==> src/rtl/adder_pkg.sv <==
// Shared defaults and saturation constants for the chunked saturating adder.
package adder_pkg;

  localparam int DEF_WIDTH = 16;
  localparam int DEF_CHUNK = 4;
  localparam int MAX_W     = 64;

  function automatic logic [MAX_W-1:0] most_pos(input int w);
    logic [MAX_W-1:0] r;
    r = '0;
    for (int i = 0; i < MAX_W; i++) begin
      if (i < w - 1) r[i] = 1'b1;
    end
    return r;
  endfunction

  function automatic logic [MAX_W-1:0] most_neg(input int w);
    logic [MAX_W-1:0] r;
    r = '0;
    for (int i = 0; i < MAX_W; i++) begin
      if (i == w - 1) r[i] = 1'b1;
    end
    return r;
  endfunction

endpackage

==> src/rtl/sat_adder_pipe_if.sv <==
// Operand/result handshake bundle for sat_adder_pipe.
interface sat_adder_pipe_if
  import adder_pkg::*;
#(
  parameter int WIDTH = DEF_WIDTH
) ();

  logic                    InValid;
  logic                    InReady;
  logic signed [WIDTH-1:0] A;
  logic signed [WIDTH-1:0] B;
  logic                    Sub;
  logic                    OutValid;
  logic                    OutReady;
  logic signed [WIDTH-1:0] Sum;
  logic                    Overflow;

  modport master (
    output InValid, A, B, Sub, OutReady,
    input  InReady, OutValid, Sum, Overflow
  );

  modport slave (
    input  InValid, A, B, Sub, OutReady,
    output InReady, OutValid, Sum, Overflow
  );

endinterface

==> src/rtl/adder_chunk.sv <==
// Combinational CHUNK-bit ripple-carry adder exposing the carry into its top bit.
module adder_chunk
  import adder_pkg::*;
#(
  parameter int CHUNK = DEF_CHUNK
) (
  input  logic [CHUNK-1:0] a_i,
  input  logic [CHUNK-1:0] b_i,
  input  logic             cin_i,
  output logic [CHUNK-1:0] sum_o,
  output logic             carry_o,
  output logic             cmsb_o
);

  logic [CHUNK:0] c;

  always_comb begin
    c     = '0;
    sum_o = '0;
    c[0]  = cin_i;
    for (int i = 0; i < CHUNK; i++) begin
      sum_o[i] = a_i[i] ^ b_i[i] ^ c[i];
      c[i+1]   = (a_i[i] & b_i[i]) | (c[i] & (a_i[i] ^ b_i[i]));
    end
  end

  assign carry_o = c[CHUNK];
  assign cmsb_o  = c[CHUNK-1];

endmodule

==> src/rtl/sat_adder_pipe.sv <==
// Signed add/subtract pipelined CHUNK bits per stage, with optional saturation.
module sat_adder_pipe
  import adder_pkg::*;
#(
  parameter int WIDTH = DEF_WIDTH,
  parameter int CHUNK = DEF_CHUNK,
  parameter int SAT   = 1
) (
  input logic             clk,
  input logic             rst_n,
  sat_adder_pipe_if.slave bus
);

  localparam int STAGES = WIDTH / CHUNK;

  // a/b hold the not-yet-added chunks, shifted down so chunk k sits at bit 0.
  typedef struct packed {
    logic             vld;
    logic             sub;
    logic             asgn;
    logic             cy;
    logic             ovf;
    logic [WIDTH-1:0] a;
    logic [WIDTH-1:0] b;
    logic [WIDTH-1:0] sum;
  } stage_t;

  function automatic logic [WIDTH-1:0] sat_value(input logic neg);
    logic [MAX_W-1:0] full;
    full = neg ? most_neg(WIDTH) : most_pos(WIDTH);
    return full[WIDTH-1:0];
  endfunction

  stage_t st_q [STAGES];
  stage_t in_d;
  logic   adv;

  assign adv          = !st_q[STAGES-1].vld || bus.OutReady;
  assign bus.InReady  = adv;
  assign bus.OutValid = st_q[STAGES-1].vld;
  assign bus.Sum      = st_q[STAGES-1].sum;
  assign bus.Overflow = st_q[STAGES-1].ovf;

  always_comb begin
    in_d      = '0;
    in_d.vld  = bus.InValid && adv;
    in_d.sub  = bus.Sub;
    in_d.asgn = bus.A[WIDTH-1];
    in_d.cy   = bus.Sub;
    in_d.a    = bus.A;
    in_d.b    = bus.B;
  end

  for (genvar k = 0; k < STAGES; k++) begin : g_stage
    stage_t           prev;
    stage_t           st_d;
    logic [CHUNK-1:0] c_sum;
    logic             c_out;
    logic             c_msb;

    if (k == 0) begin : g_head
      assign prev = in_d;
    end else begin : g_body
      assign prev = st_q[k-1];
    end

    adder_chunk #(.CHUNK(CHUNK)) u_chunk (
      .a_i     (prev.a[CHUNK-1:0]),
      .b_i     (prev.b[CHUNK-1:0] ^ {CHUNK{prev.sub}}),
      .cin_i   (prev.cy),
      .sum_o   (c_sum),
      .carry_o (c_out),
      .cmsb_o  (c_msb)
    );

    // ovf is only meaningful once the top chunk has been added in the last stage.
    always_comb begin
      st_d                       = prev;
      st_d.a                     = prev.a >> CHUNK;
      st_d.b                     = prev.b >> CHUNK;
      st_d.cy                    = c_out;
      st_d.ovf                   = c_msb ^ c_out;
      st_d.sum[k*CHUNK +: CHUNK] = c_sum;
      if (k == STAGES - 1 && SAT != 0 && st_d.ovf) st_d.sum = sat_value(prev.asgn);
    end

    always_ff @(posedge clk) begin
      if (!rst_n) begin
        st_q[k].vld <= 1'b0;
        if (k == STAGES - 1) begin
          st_q[k].sum <= '0;
          st_q[k].ovf <= 1'b0;
        end
      end else if (adv) begin
        st_q[k] <= st_d;
      end
    end
  end

endmodule
==> src/flat_wrapper.sv <==
// flat-port wrapper written by rule: the top's interface ports become plain ports
module sat_adder_pipe_flat import adder_pkg::*;
#(
  parameter int WIDTH = DEF_WIDTH,
  parameter int CHUNK = DEF_CHUNK,
  parameter int SAT   = 1
)
  (clk, rst_n, bus_InValid, bus_A, bus_B, bus_Sub, bus_OutReady, bus_InReady, bus_OutValid, bus_Sum, bus_Overflow);
  sat_adder_pipe_if #(.WIDTH(WIDTH)) bus_i ();
  input logic clk;
  input logic rst_n;
  input wire logic [$bits(bus_i.InValid)-1:0] bus_InValid;
  input wire logic [$bits(bus_i.A)-1:0] bus_A;
  input wire logic [$bits(bus_i.B)-1:0] bus_B;
  input wire logic [$bits(bus_i.Sub)-1:0] bus_Sub;
  input wire logic [$bits(bus_i.OutReady)-1:0] bus_OutReady;
  output wire logic [$bits(bus_i.InReady)-1:0] bus_InReady;
  output wire logic [$bits(bus_i.OutValid)-1:0] bus_OutValid;
  output wire logic [$bits(bus_i.Sum)-1:0] bus_Sum;
  output wire logic [$bits(bus_i.Overflow)-1:0] bus_Overflow;
  assign bus_i.InValid = bus_InValid;
  assign bus_i.A = bus_A;
  assign bus_i.B = bus_B;
  assign bus_i.Sub = bus_Sub;
  assign bus_i.OutReady = bus_OutReady;
  assign bus_InReady = bus_i.InReady;
  assign bus_OutValid = bus_i.OutValid;
  assign bus_Sum = bus_i.Sum;
  assign bus_Overflow = bus_i.Overflow;
  sat_adder_pipe #(.WIDTH(WIDTH), .CHUNK(CHUNK), .SAT(SAT)) u_core (.clk(clk), .rst_n(rst_n), .bus(bus_i));
endmodule
==> config.mk <==
export PLATFORM = sky130hd
export DESIGN_NAME = sat_adder_pipe_flat
export DESIGN_NICKNAME = d
export VERILOG_FILES = /design/src/rtl/adder_pkg.sv /design/src/rtl/sat_adder_pipe_if.sv /design/src/rtl/adder_chunk.sv /design/src/rtl/sat_adder_pipe.sv /design/src/flat_wrapper.sv
export SDC_FILE = /design/constraint.sdc
export NUM_CORES = 1
export LEC_CHECK = 0
export BUFFER_PORTS_ARGS = -buffer_cell sky130_fd_sc_hd__buf_2
export CAP_MARGIN = 25
export CORE_MARGIN = 1.5
export CORE_UTILIZATION = 45
export CTS_CLUSTER_DIAMETER = 40
export CTS_CLUSTER_SIZE = 24
export DETAILED_ROUTE_END_ITERATION = 16
export PLACE_DENSITY = 0.74
export SYNTH_ARGS = -nofsm -noshare
export SYNTH_HDL_FRONTEND = slang
export SYNTH_SLANG_ARGS = --single-unit
export TNS_END_PERCENT = 30
==> constraint.sdc <==
create_clock -name clk -period 9.25 [get_ports clk]
set_input_delay 0 -clock clk [delete_from_list [all_inputs] [get_ports clk]]
set_output_delay 0 -clock clk [all_outputs]
set_load 0.02 [all_outputs]
==> results of run 1 <==
-- critical path, stage by stage (launching register included) --
cell and delay (ps):
edfxtp_1 480, xnor2_1 260, fa_1 210, inv_1 60, fa_1 430, fa_1 530
fa_1 510, xnor2_2 180, nor4b_4 670, a21o_1 150
-- final timing paths --
path,slack (ps),start,endpoint,cells past startpoint
min reg2reg,420,u_core.st_q[0][21],u_core.st_q[1][17],0
min,30,bus_A[1],u_core.st_q[0][1],2
max,5620,u_core.st_q[2][43],u_core.st_q[3][3],9
max reg2reg,5620,u_core.st_q[2][43],u_core.st_q[3][3],9
-- layer usage --
| metal | vias to the layer above | GRT usage [%] |
|---|---|---|
| li1 | 859 | - |
| met2 | 53 | 18.4 |
| met5 | - | 0 |
| met3 | 12 | 3.14 |
| met4 | 0 | 7.96 |
| met1 | 828 | 15.5 |
-- per-stage QoR --
step                hold WS, ps  instance area [um2]  cells  setup slack, ps
detailed placement          178                 4180    350             5630
floorplan                  98.9                 3790    192             5890
global placement            177                 4180    350             5800
finish                     30.3                 4670    396             5620
CTS                        16.3                 4670    396             5590
global route               17.0                 4670    396             5420
-- synth_stat cells, drive strengths merged --
cell type and number:
a21boi 1, a21o 15, and3 4, buf 3, dfxtp 1, edfxtp 98, fa 16, inv 28
mux2 1, nand2 4, nor2 2, nor2b 1, nor4b 1, xnor2 7, xor2 10
-- cell families (layout without fill, tap and decap cells) --
kind of cell | count (synthesis) | after routing | share of synthesized area [%]
flip-flops | 99 | 99 | 78.1
buffers and inverters | 31 | 130 | 3.66
XOR/XNOR | 17 | 17 | 4.12
adder cells (fa/ha/maj) | 16 | 16 | 8.44
AO/OA/AOI/OAI | 16 | 16 | 3.17
AND/OR/NAND/NOR | 12 | 12 | 2.24
multiplexers | 1 | 1 | 0.297
-- power breakdown --
group          switching (W)  internal, W
Sequential         0.0000150     0.000551
Combinational      0.0000689    0.0000525
Clock               0.000133     0.000121
Total               0.000217     0.000725
-- area by class of cell --
type                       instances  area (um2)  area share, %
clock buffer                       9         124           2.65
clock inverter                     6        57.6           1.23
inverter                          28         105           2.25
multi-input combinational         62         693           14.9
sequential                        99        2960           63.5
tap                              105         131           2.82
timing repair buffer              87         593           12.7
-- timing repair --
action,4_1_cts,5_1_grt
hold endpoints to repair,29,0
setup endpoints to repair,0,0
hold buffers,31,0
==> flow_summary_export.csv, run 1 <==
group,metric,value,unit
clock_tree,cts_buffers,9,
global_route,overflow,0,
worst_setup_path,cp.required,9460,ps
yosys,synth.distinct_cells,17,
floorplanning,initial_core_util,46.4,%
worst_setup_path,crit_arrival,3840,ps
pwr,ir_drop,77.4,uV
routing,routed.top_layer,"met4",
cells_and_area,layout_common_cells,"98 x edfxtp_1, 55 x buf_2, 31 x dlygate4sd3_1",
routing,drt_iter0_markers,36,
pwr,power,0.000942,W
timing,rsz0062_at_grt,"no",
cells_and_area,diodes,0,
placement,io_buffers,55,
floorplanning,rows,33,
clock_tree,cts_tree,"done",
yosys,yosys_warnings,0,
global_route,first_global_vias,1806,
routing,dr_total_vias,1752,
clock_tree,htree_levels,3,
cells_and_area,nNetsFinal,340,
routing,wl_met2,2250,um
timing,setup_viol,0,
placement,gp_congestion,0.718,
min_path,hold_class,"input pin to flip-flop",
cells_and_area,layout_commonest_cell,"edfxtp_1",
routing,drt_wl_total,4920,um
global_route,grt_use_total,12.1,%
routing,wl_met1,2280,um
clock_tree,clkLatencyLatePin,350,ps
clock_tree,postCtsSetupBuffers,0,
floorplanning,core_area,0.00818,mm2
routing,ant_nets,0,
yosys,synth.largest_area_cell,"edfxtp_1",
pwr,total_leakage_power,1.97,nW
cells_and_area,fillers,649,
yosys,ys_seq_elements,99,
timing,min_period,3630,ps
yosys,syn_inst,192,
yosys,netlist_top_cells_area,"edfxtp_1 78%, fa_1 8.4%, a21o_1 3.0%",
clock_tree,cts_resized,0,
worst_setup_path,crit_path_start_kind,"flip-flop",
routing,wl_per_cell,12.4,um
yosys,syn_area_per_cell,19.8,um2
timing,worst_slew_pin_slew,955,ps
yosys,synth_nets,245,
flow_run,maxCapViolCount,0,
yosys,seq_area_frac_synth,78.1,%
worst_setup_path,critPathKind,"flip-flop to flip-flop",
cells_and_area,largest_reg_flops,99,
floorplanning,fp.dieW,94.8,um
routing,drc,0,
yosys,synth_top_area_share,77.5,%
floorplanning,io_pins,56,
placement,place_hpwl,3060,um
floorplanning,dieArea,0.00899,mm2
cells_and_area,fin_util,57.1,%
global_route,grt_pass1_wl,8000,um
status,status,"finished clean",
global_route,antenna_found_initial,0,
timing,relSlewSlack,36.3,%
routing,wl_met3,270,um
timing,hold_viol,0,
timing,fin_tns_setup,0,ps
cells_and_area,reg_top3,"u_core.st_q: 99 flops",
cells_and_area,drive_gt1_share,25.8,%
clock_tree,clockBufferDepth,2,
floorplanning,fp.dieH,94.8,um
clock_tree,clkTransAtPathRegs,80,ps
timing,fin_crit_sh,39.3,%
worst_setup_path,path_max_fanout,15,
timing,maxSlewViolCount,0,
cells_and_area,regMostFlops,"u_core.st_q",
worst_setup_path,end_kind,"flip-flop",
cells_and_area,syn_to_final_growth,23.0,%
pwr,cellPowerDensity,202,mW/mm2
clock_tree,cts_root_buf,"clkbuf_8",
routing,firstDrtPassIters,4,
yosys,synth_area,0.00379,mm2
global_route,grt_max_degree,79,
routing,vias_per_cell,4.42,
clock_tree,clock-sinks,99,
timing,fin_skew,9.86,ps
timing,fmax,0.275,GHz
No activity file was read; power rests on OpenSTA's default activity.
==> inputs of run 2 (changes only) <==
Clock period 9.25 ns to 3.4 ns, I/O delays scaled along.
==> run 2 against run 1 <==
  * Critical path depth unchanged
  * Register-to-register slack got worse by 5400 ps
  * Largest power group unchanged
  * Clock power increased to 2.7 times the previous value
  * Cell area increased by 0.29%
  * Global-route usage increased by 0.76 points
  * Sequential share of layout area decreased by 0.19 points
  * First-iteration DRC count increased to 3.4 times the previous value
  * Largest cell class unchanged
==> flow_summary_export.csv, run 2 (synthesized netlist as in run 1, its figures left out) <==
group,metric,value,unit
timing,min_period,3230,ps
worst_setup_path,crit_arrival,3330,ps
routing,drc,0,
routing,drt_wl_total,5160,um
pwr,total_leakage_power,1.98,nW
cells_and_area,syn_to_final_growth,23.3,%
pwr,clockPowerShare,26.5,%
worst_setup_path,crit_chain,"xnor2_1 -> fa_1 -> inv_1 -> fa_1 -> fa_1 -> fa_1 -> xnor2_2 -> and3_2 -> a21o_1",
timing,fmax,0.310,GHz
clock_tree,cts_root_buf,"clkbuf_8",
worst_setup_path,end_kind,"flip-flop",
pwr,cellPowerDensity,546,mW/mm2
routing,wl_met3,294,um
placement,gp_congestion,0.704,
worst_setup_path,cp_num_buf_inv,1,
worst_setup_path,cpMostUsedCell,"fa_1",
timing,whs,11.8,ps
clock_tree,htree_levels,3,
clock_tree,clock-sinks,99,
global_route,grt_use_total,12.9,%
min_path,hold_class,"input pin to flip-flop",
routing,wl_met1,2190,um
timing,fin_crit_sh,94.9,%
cells_and_area,drive_gt1_share,26.5,%
pwr,p_sw,0.000579,W
global_route,grt_pass1_wl,8210,um
floorplanning,dieArea,0.00899,mm2
timing,fin_tns_setup,0,ps
timing,relSlewSlack,45.4,%
worst_setup_path,worst_path_max_delay_cell,"fa_1",
cells_and_area,nNetsFinal,343,
worst_setup_path,crit_family,"adder cells",
clock_tree,postCtsSetupBuffers,0,
global_route,overflow,0,
routing,vias_per_cell,4.42,
timing,fin_skew,7.32,ps
worst_setup_path,cp.required,3500,ps
pwr,p_int,0.00198,W
floorplanning,initial_core_util,46.4,%
cells_and_area,fin_util,57.3,%
floorplanning,core_area,0.00818,mm2
global_route,first_global_vias,1743,
floorplanning,io_pins,56,
clock_tree,cts_buffers,9,
cells_and_area,regMostFlops,"u_core.st_q",
routing,firstDrtPassIters,4,
cells_and_area,reg_top3,"u_core.st_q: 99 flops",
worst_setup_path,slowest_delay,470,ps
timing,worst_slack,172,ps
timing,rsz0062_at_grt,"no",
routing,dr_total_vias,1762,
routing,ant_nets,0,
clock_tree,clkTransAtPathRegs,80,ps
timing,setup_viol,0,
pwr,power,0.00256,W
timing,hold_viol,0,
cells_and_area,layout_commonest_cell,"edfxtp_1",
pwr,combPwrFrac,13.4,%
pwr,ir_drop,271,uV
cells_and_area,layout_common_cells,"98 x edfxtp_1, 55 x buf_2, 30 x dlygate4sd3_1",
cells_and_area,largest_reg_flops,99,
floorplanning,fp.dieH,94.8,um
routing,wl_met2,2600,um
timing,maxSlewViolCount,0,
clock_tree,clockBufferDepth,2,
status,status,"finished clean",
clock_tree,cts_tree,"done",
worst_setup_path,critPathKind,"flip-flop to flip-flop",
placement,io_buffers,55,
flow_run,maxCapViolCount,0,
floorplanning,fp.dieW,94.8,um
clock_tree,clkLatencyLatePin,340,ps
timing,worst_slew_pin_slew,817,ps
cells_and_area,diodes,0,
routing,routed.top_layer,"met4",
routing,drt_iter0_markers,123,
placement,place_hpwl,3290,um
routing,wl_per_cell,12.9,um
floorplanning,rows,33,
placement,dp_slack,33.2,ps
worst_setup_path,path_max_fanout,15,
global_route,grt_max_degree,37,
pwr,seq_power_share,60.0,%
worst_setup_path,crit_path_start_kind,"flip-flop",
pwr,sw_frac_of_total,22.7,%
global_route,antenna_found_initial,0,
## run 2: changes by cell type in the layout (fill, tap and decap cells not counted), sizes merged
| cell | previous run | this run |
|---|---|---|
| buf | 56 | 60 |
| clkbuf | 9 | 11 |
| clkinvlp | 2 | 0 |
| dlygate4sd3 | 31 | 30 |
## run 2: final cells by class
class | count | area [um2]
Timing Repair Buffer | 90 | 613
Clock inverter | 4 | 42.5
Sequential cell | 99 | 2960
Fill cell | 657 | 3490
Inverter | 28 | 105
Tap cell | 105 | 131
Clock buffer | 11 | 131
Multi-Input combinational cell | 62 | 694
## run 2: power by group through the flow
stage,Combinational [W],Clock (W),Sequential [W]
5_1_grt,0.000382,0.000750,0.00155
6_report,0.000343,0.000678,0.00153
3_3_place_gp,0.000304,0,0.00156
4_1_cts,0.000350,0.000695,0.00154
2_1_floorplan,0.000159,0,0.00162
3_5_place_dp,0.000323,0,0.00157
## run 2: repair_timing
item                                   in CTS  in global routing
endpoints found under the hold margin      28                  0
gates resized for setup                     0                  1
setup endpoints to repair                   0                 15
hold buffers                               30                  0
## run 2: path summary, 6_finish.rpt
kind	from	to	slack, ps	depth (start not counted)
max	u_core.st_q[2][43]	u_core.st_q[3][4]	170	9
min reg2reg	u_core.st_q[1][1]	u_core.st_q[2][1]	420	0
min	bus_A[3]	u_core.st_q[0][3]	10	2
max reg2reg	u_core.st_q[2][43]	u_core.st_q[3][4]	170	9
## run 2: layer usage
layer  GRT usage [%]  up-vias
li1                -      865
met1            15.3      839
met2            20.6       54
met3            5.07        4
met4            5.97        0
met5               0        -
## run 2: worst reg2reg max path, stage by stage (launching register included)
cell	delay, ps
edfxtp_1	410
xnor2_1	230
fa_1	200
inv_1	60
fa_1	430
fa_1	460
fa_1	470
xnor2_2	180
and3_2	330
a21o_1	210
## run 2: per-stage QoR
stage	cell area [um2]	instances
finish	4680	399
global route	4680	399
detailed placement	4210	354
floorplan	3790	192
CTS	4680	399
global placement	4210	354
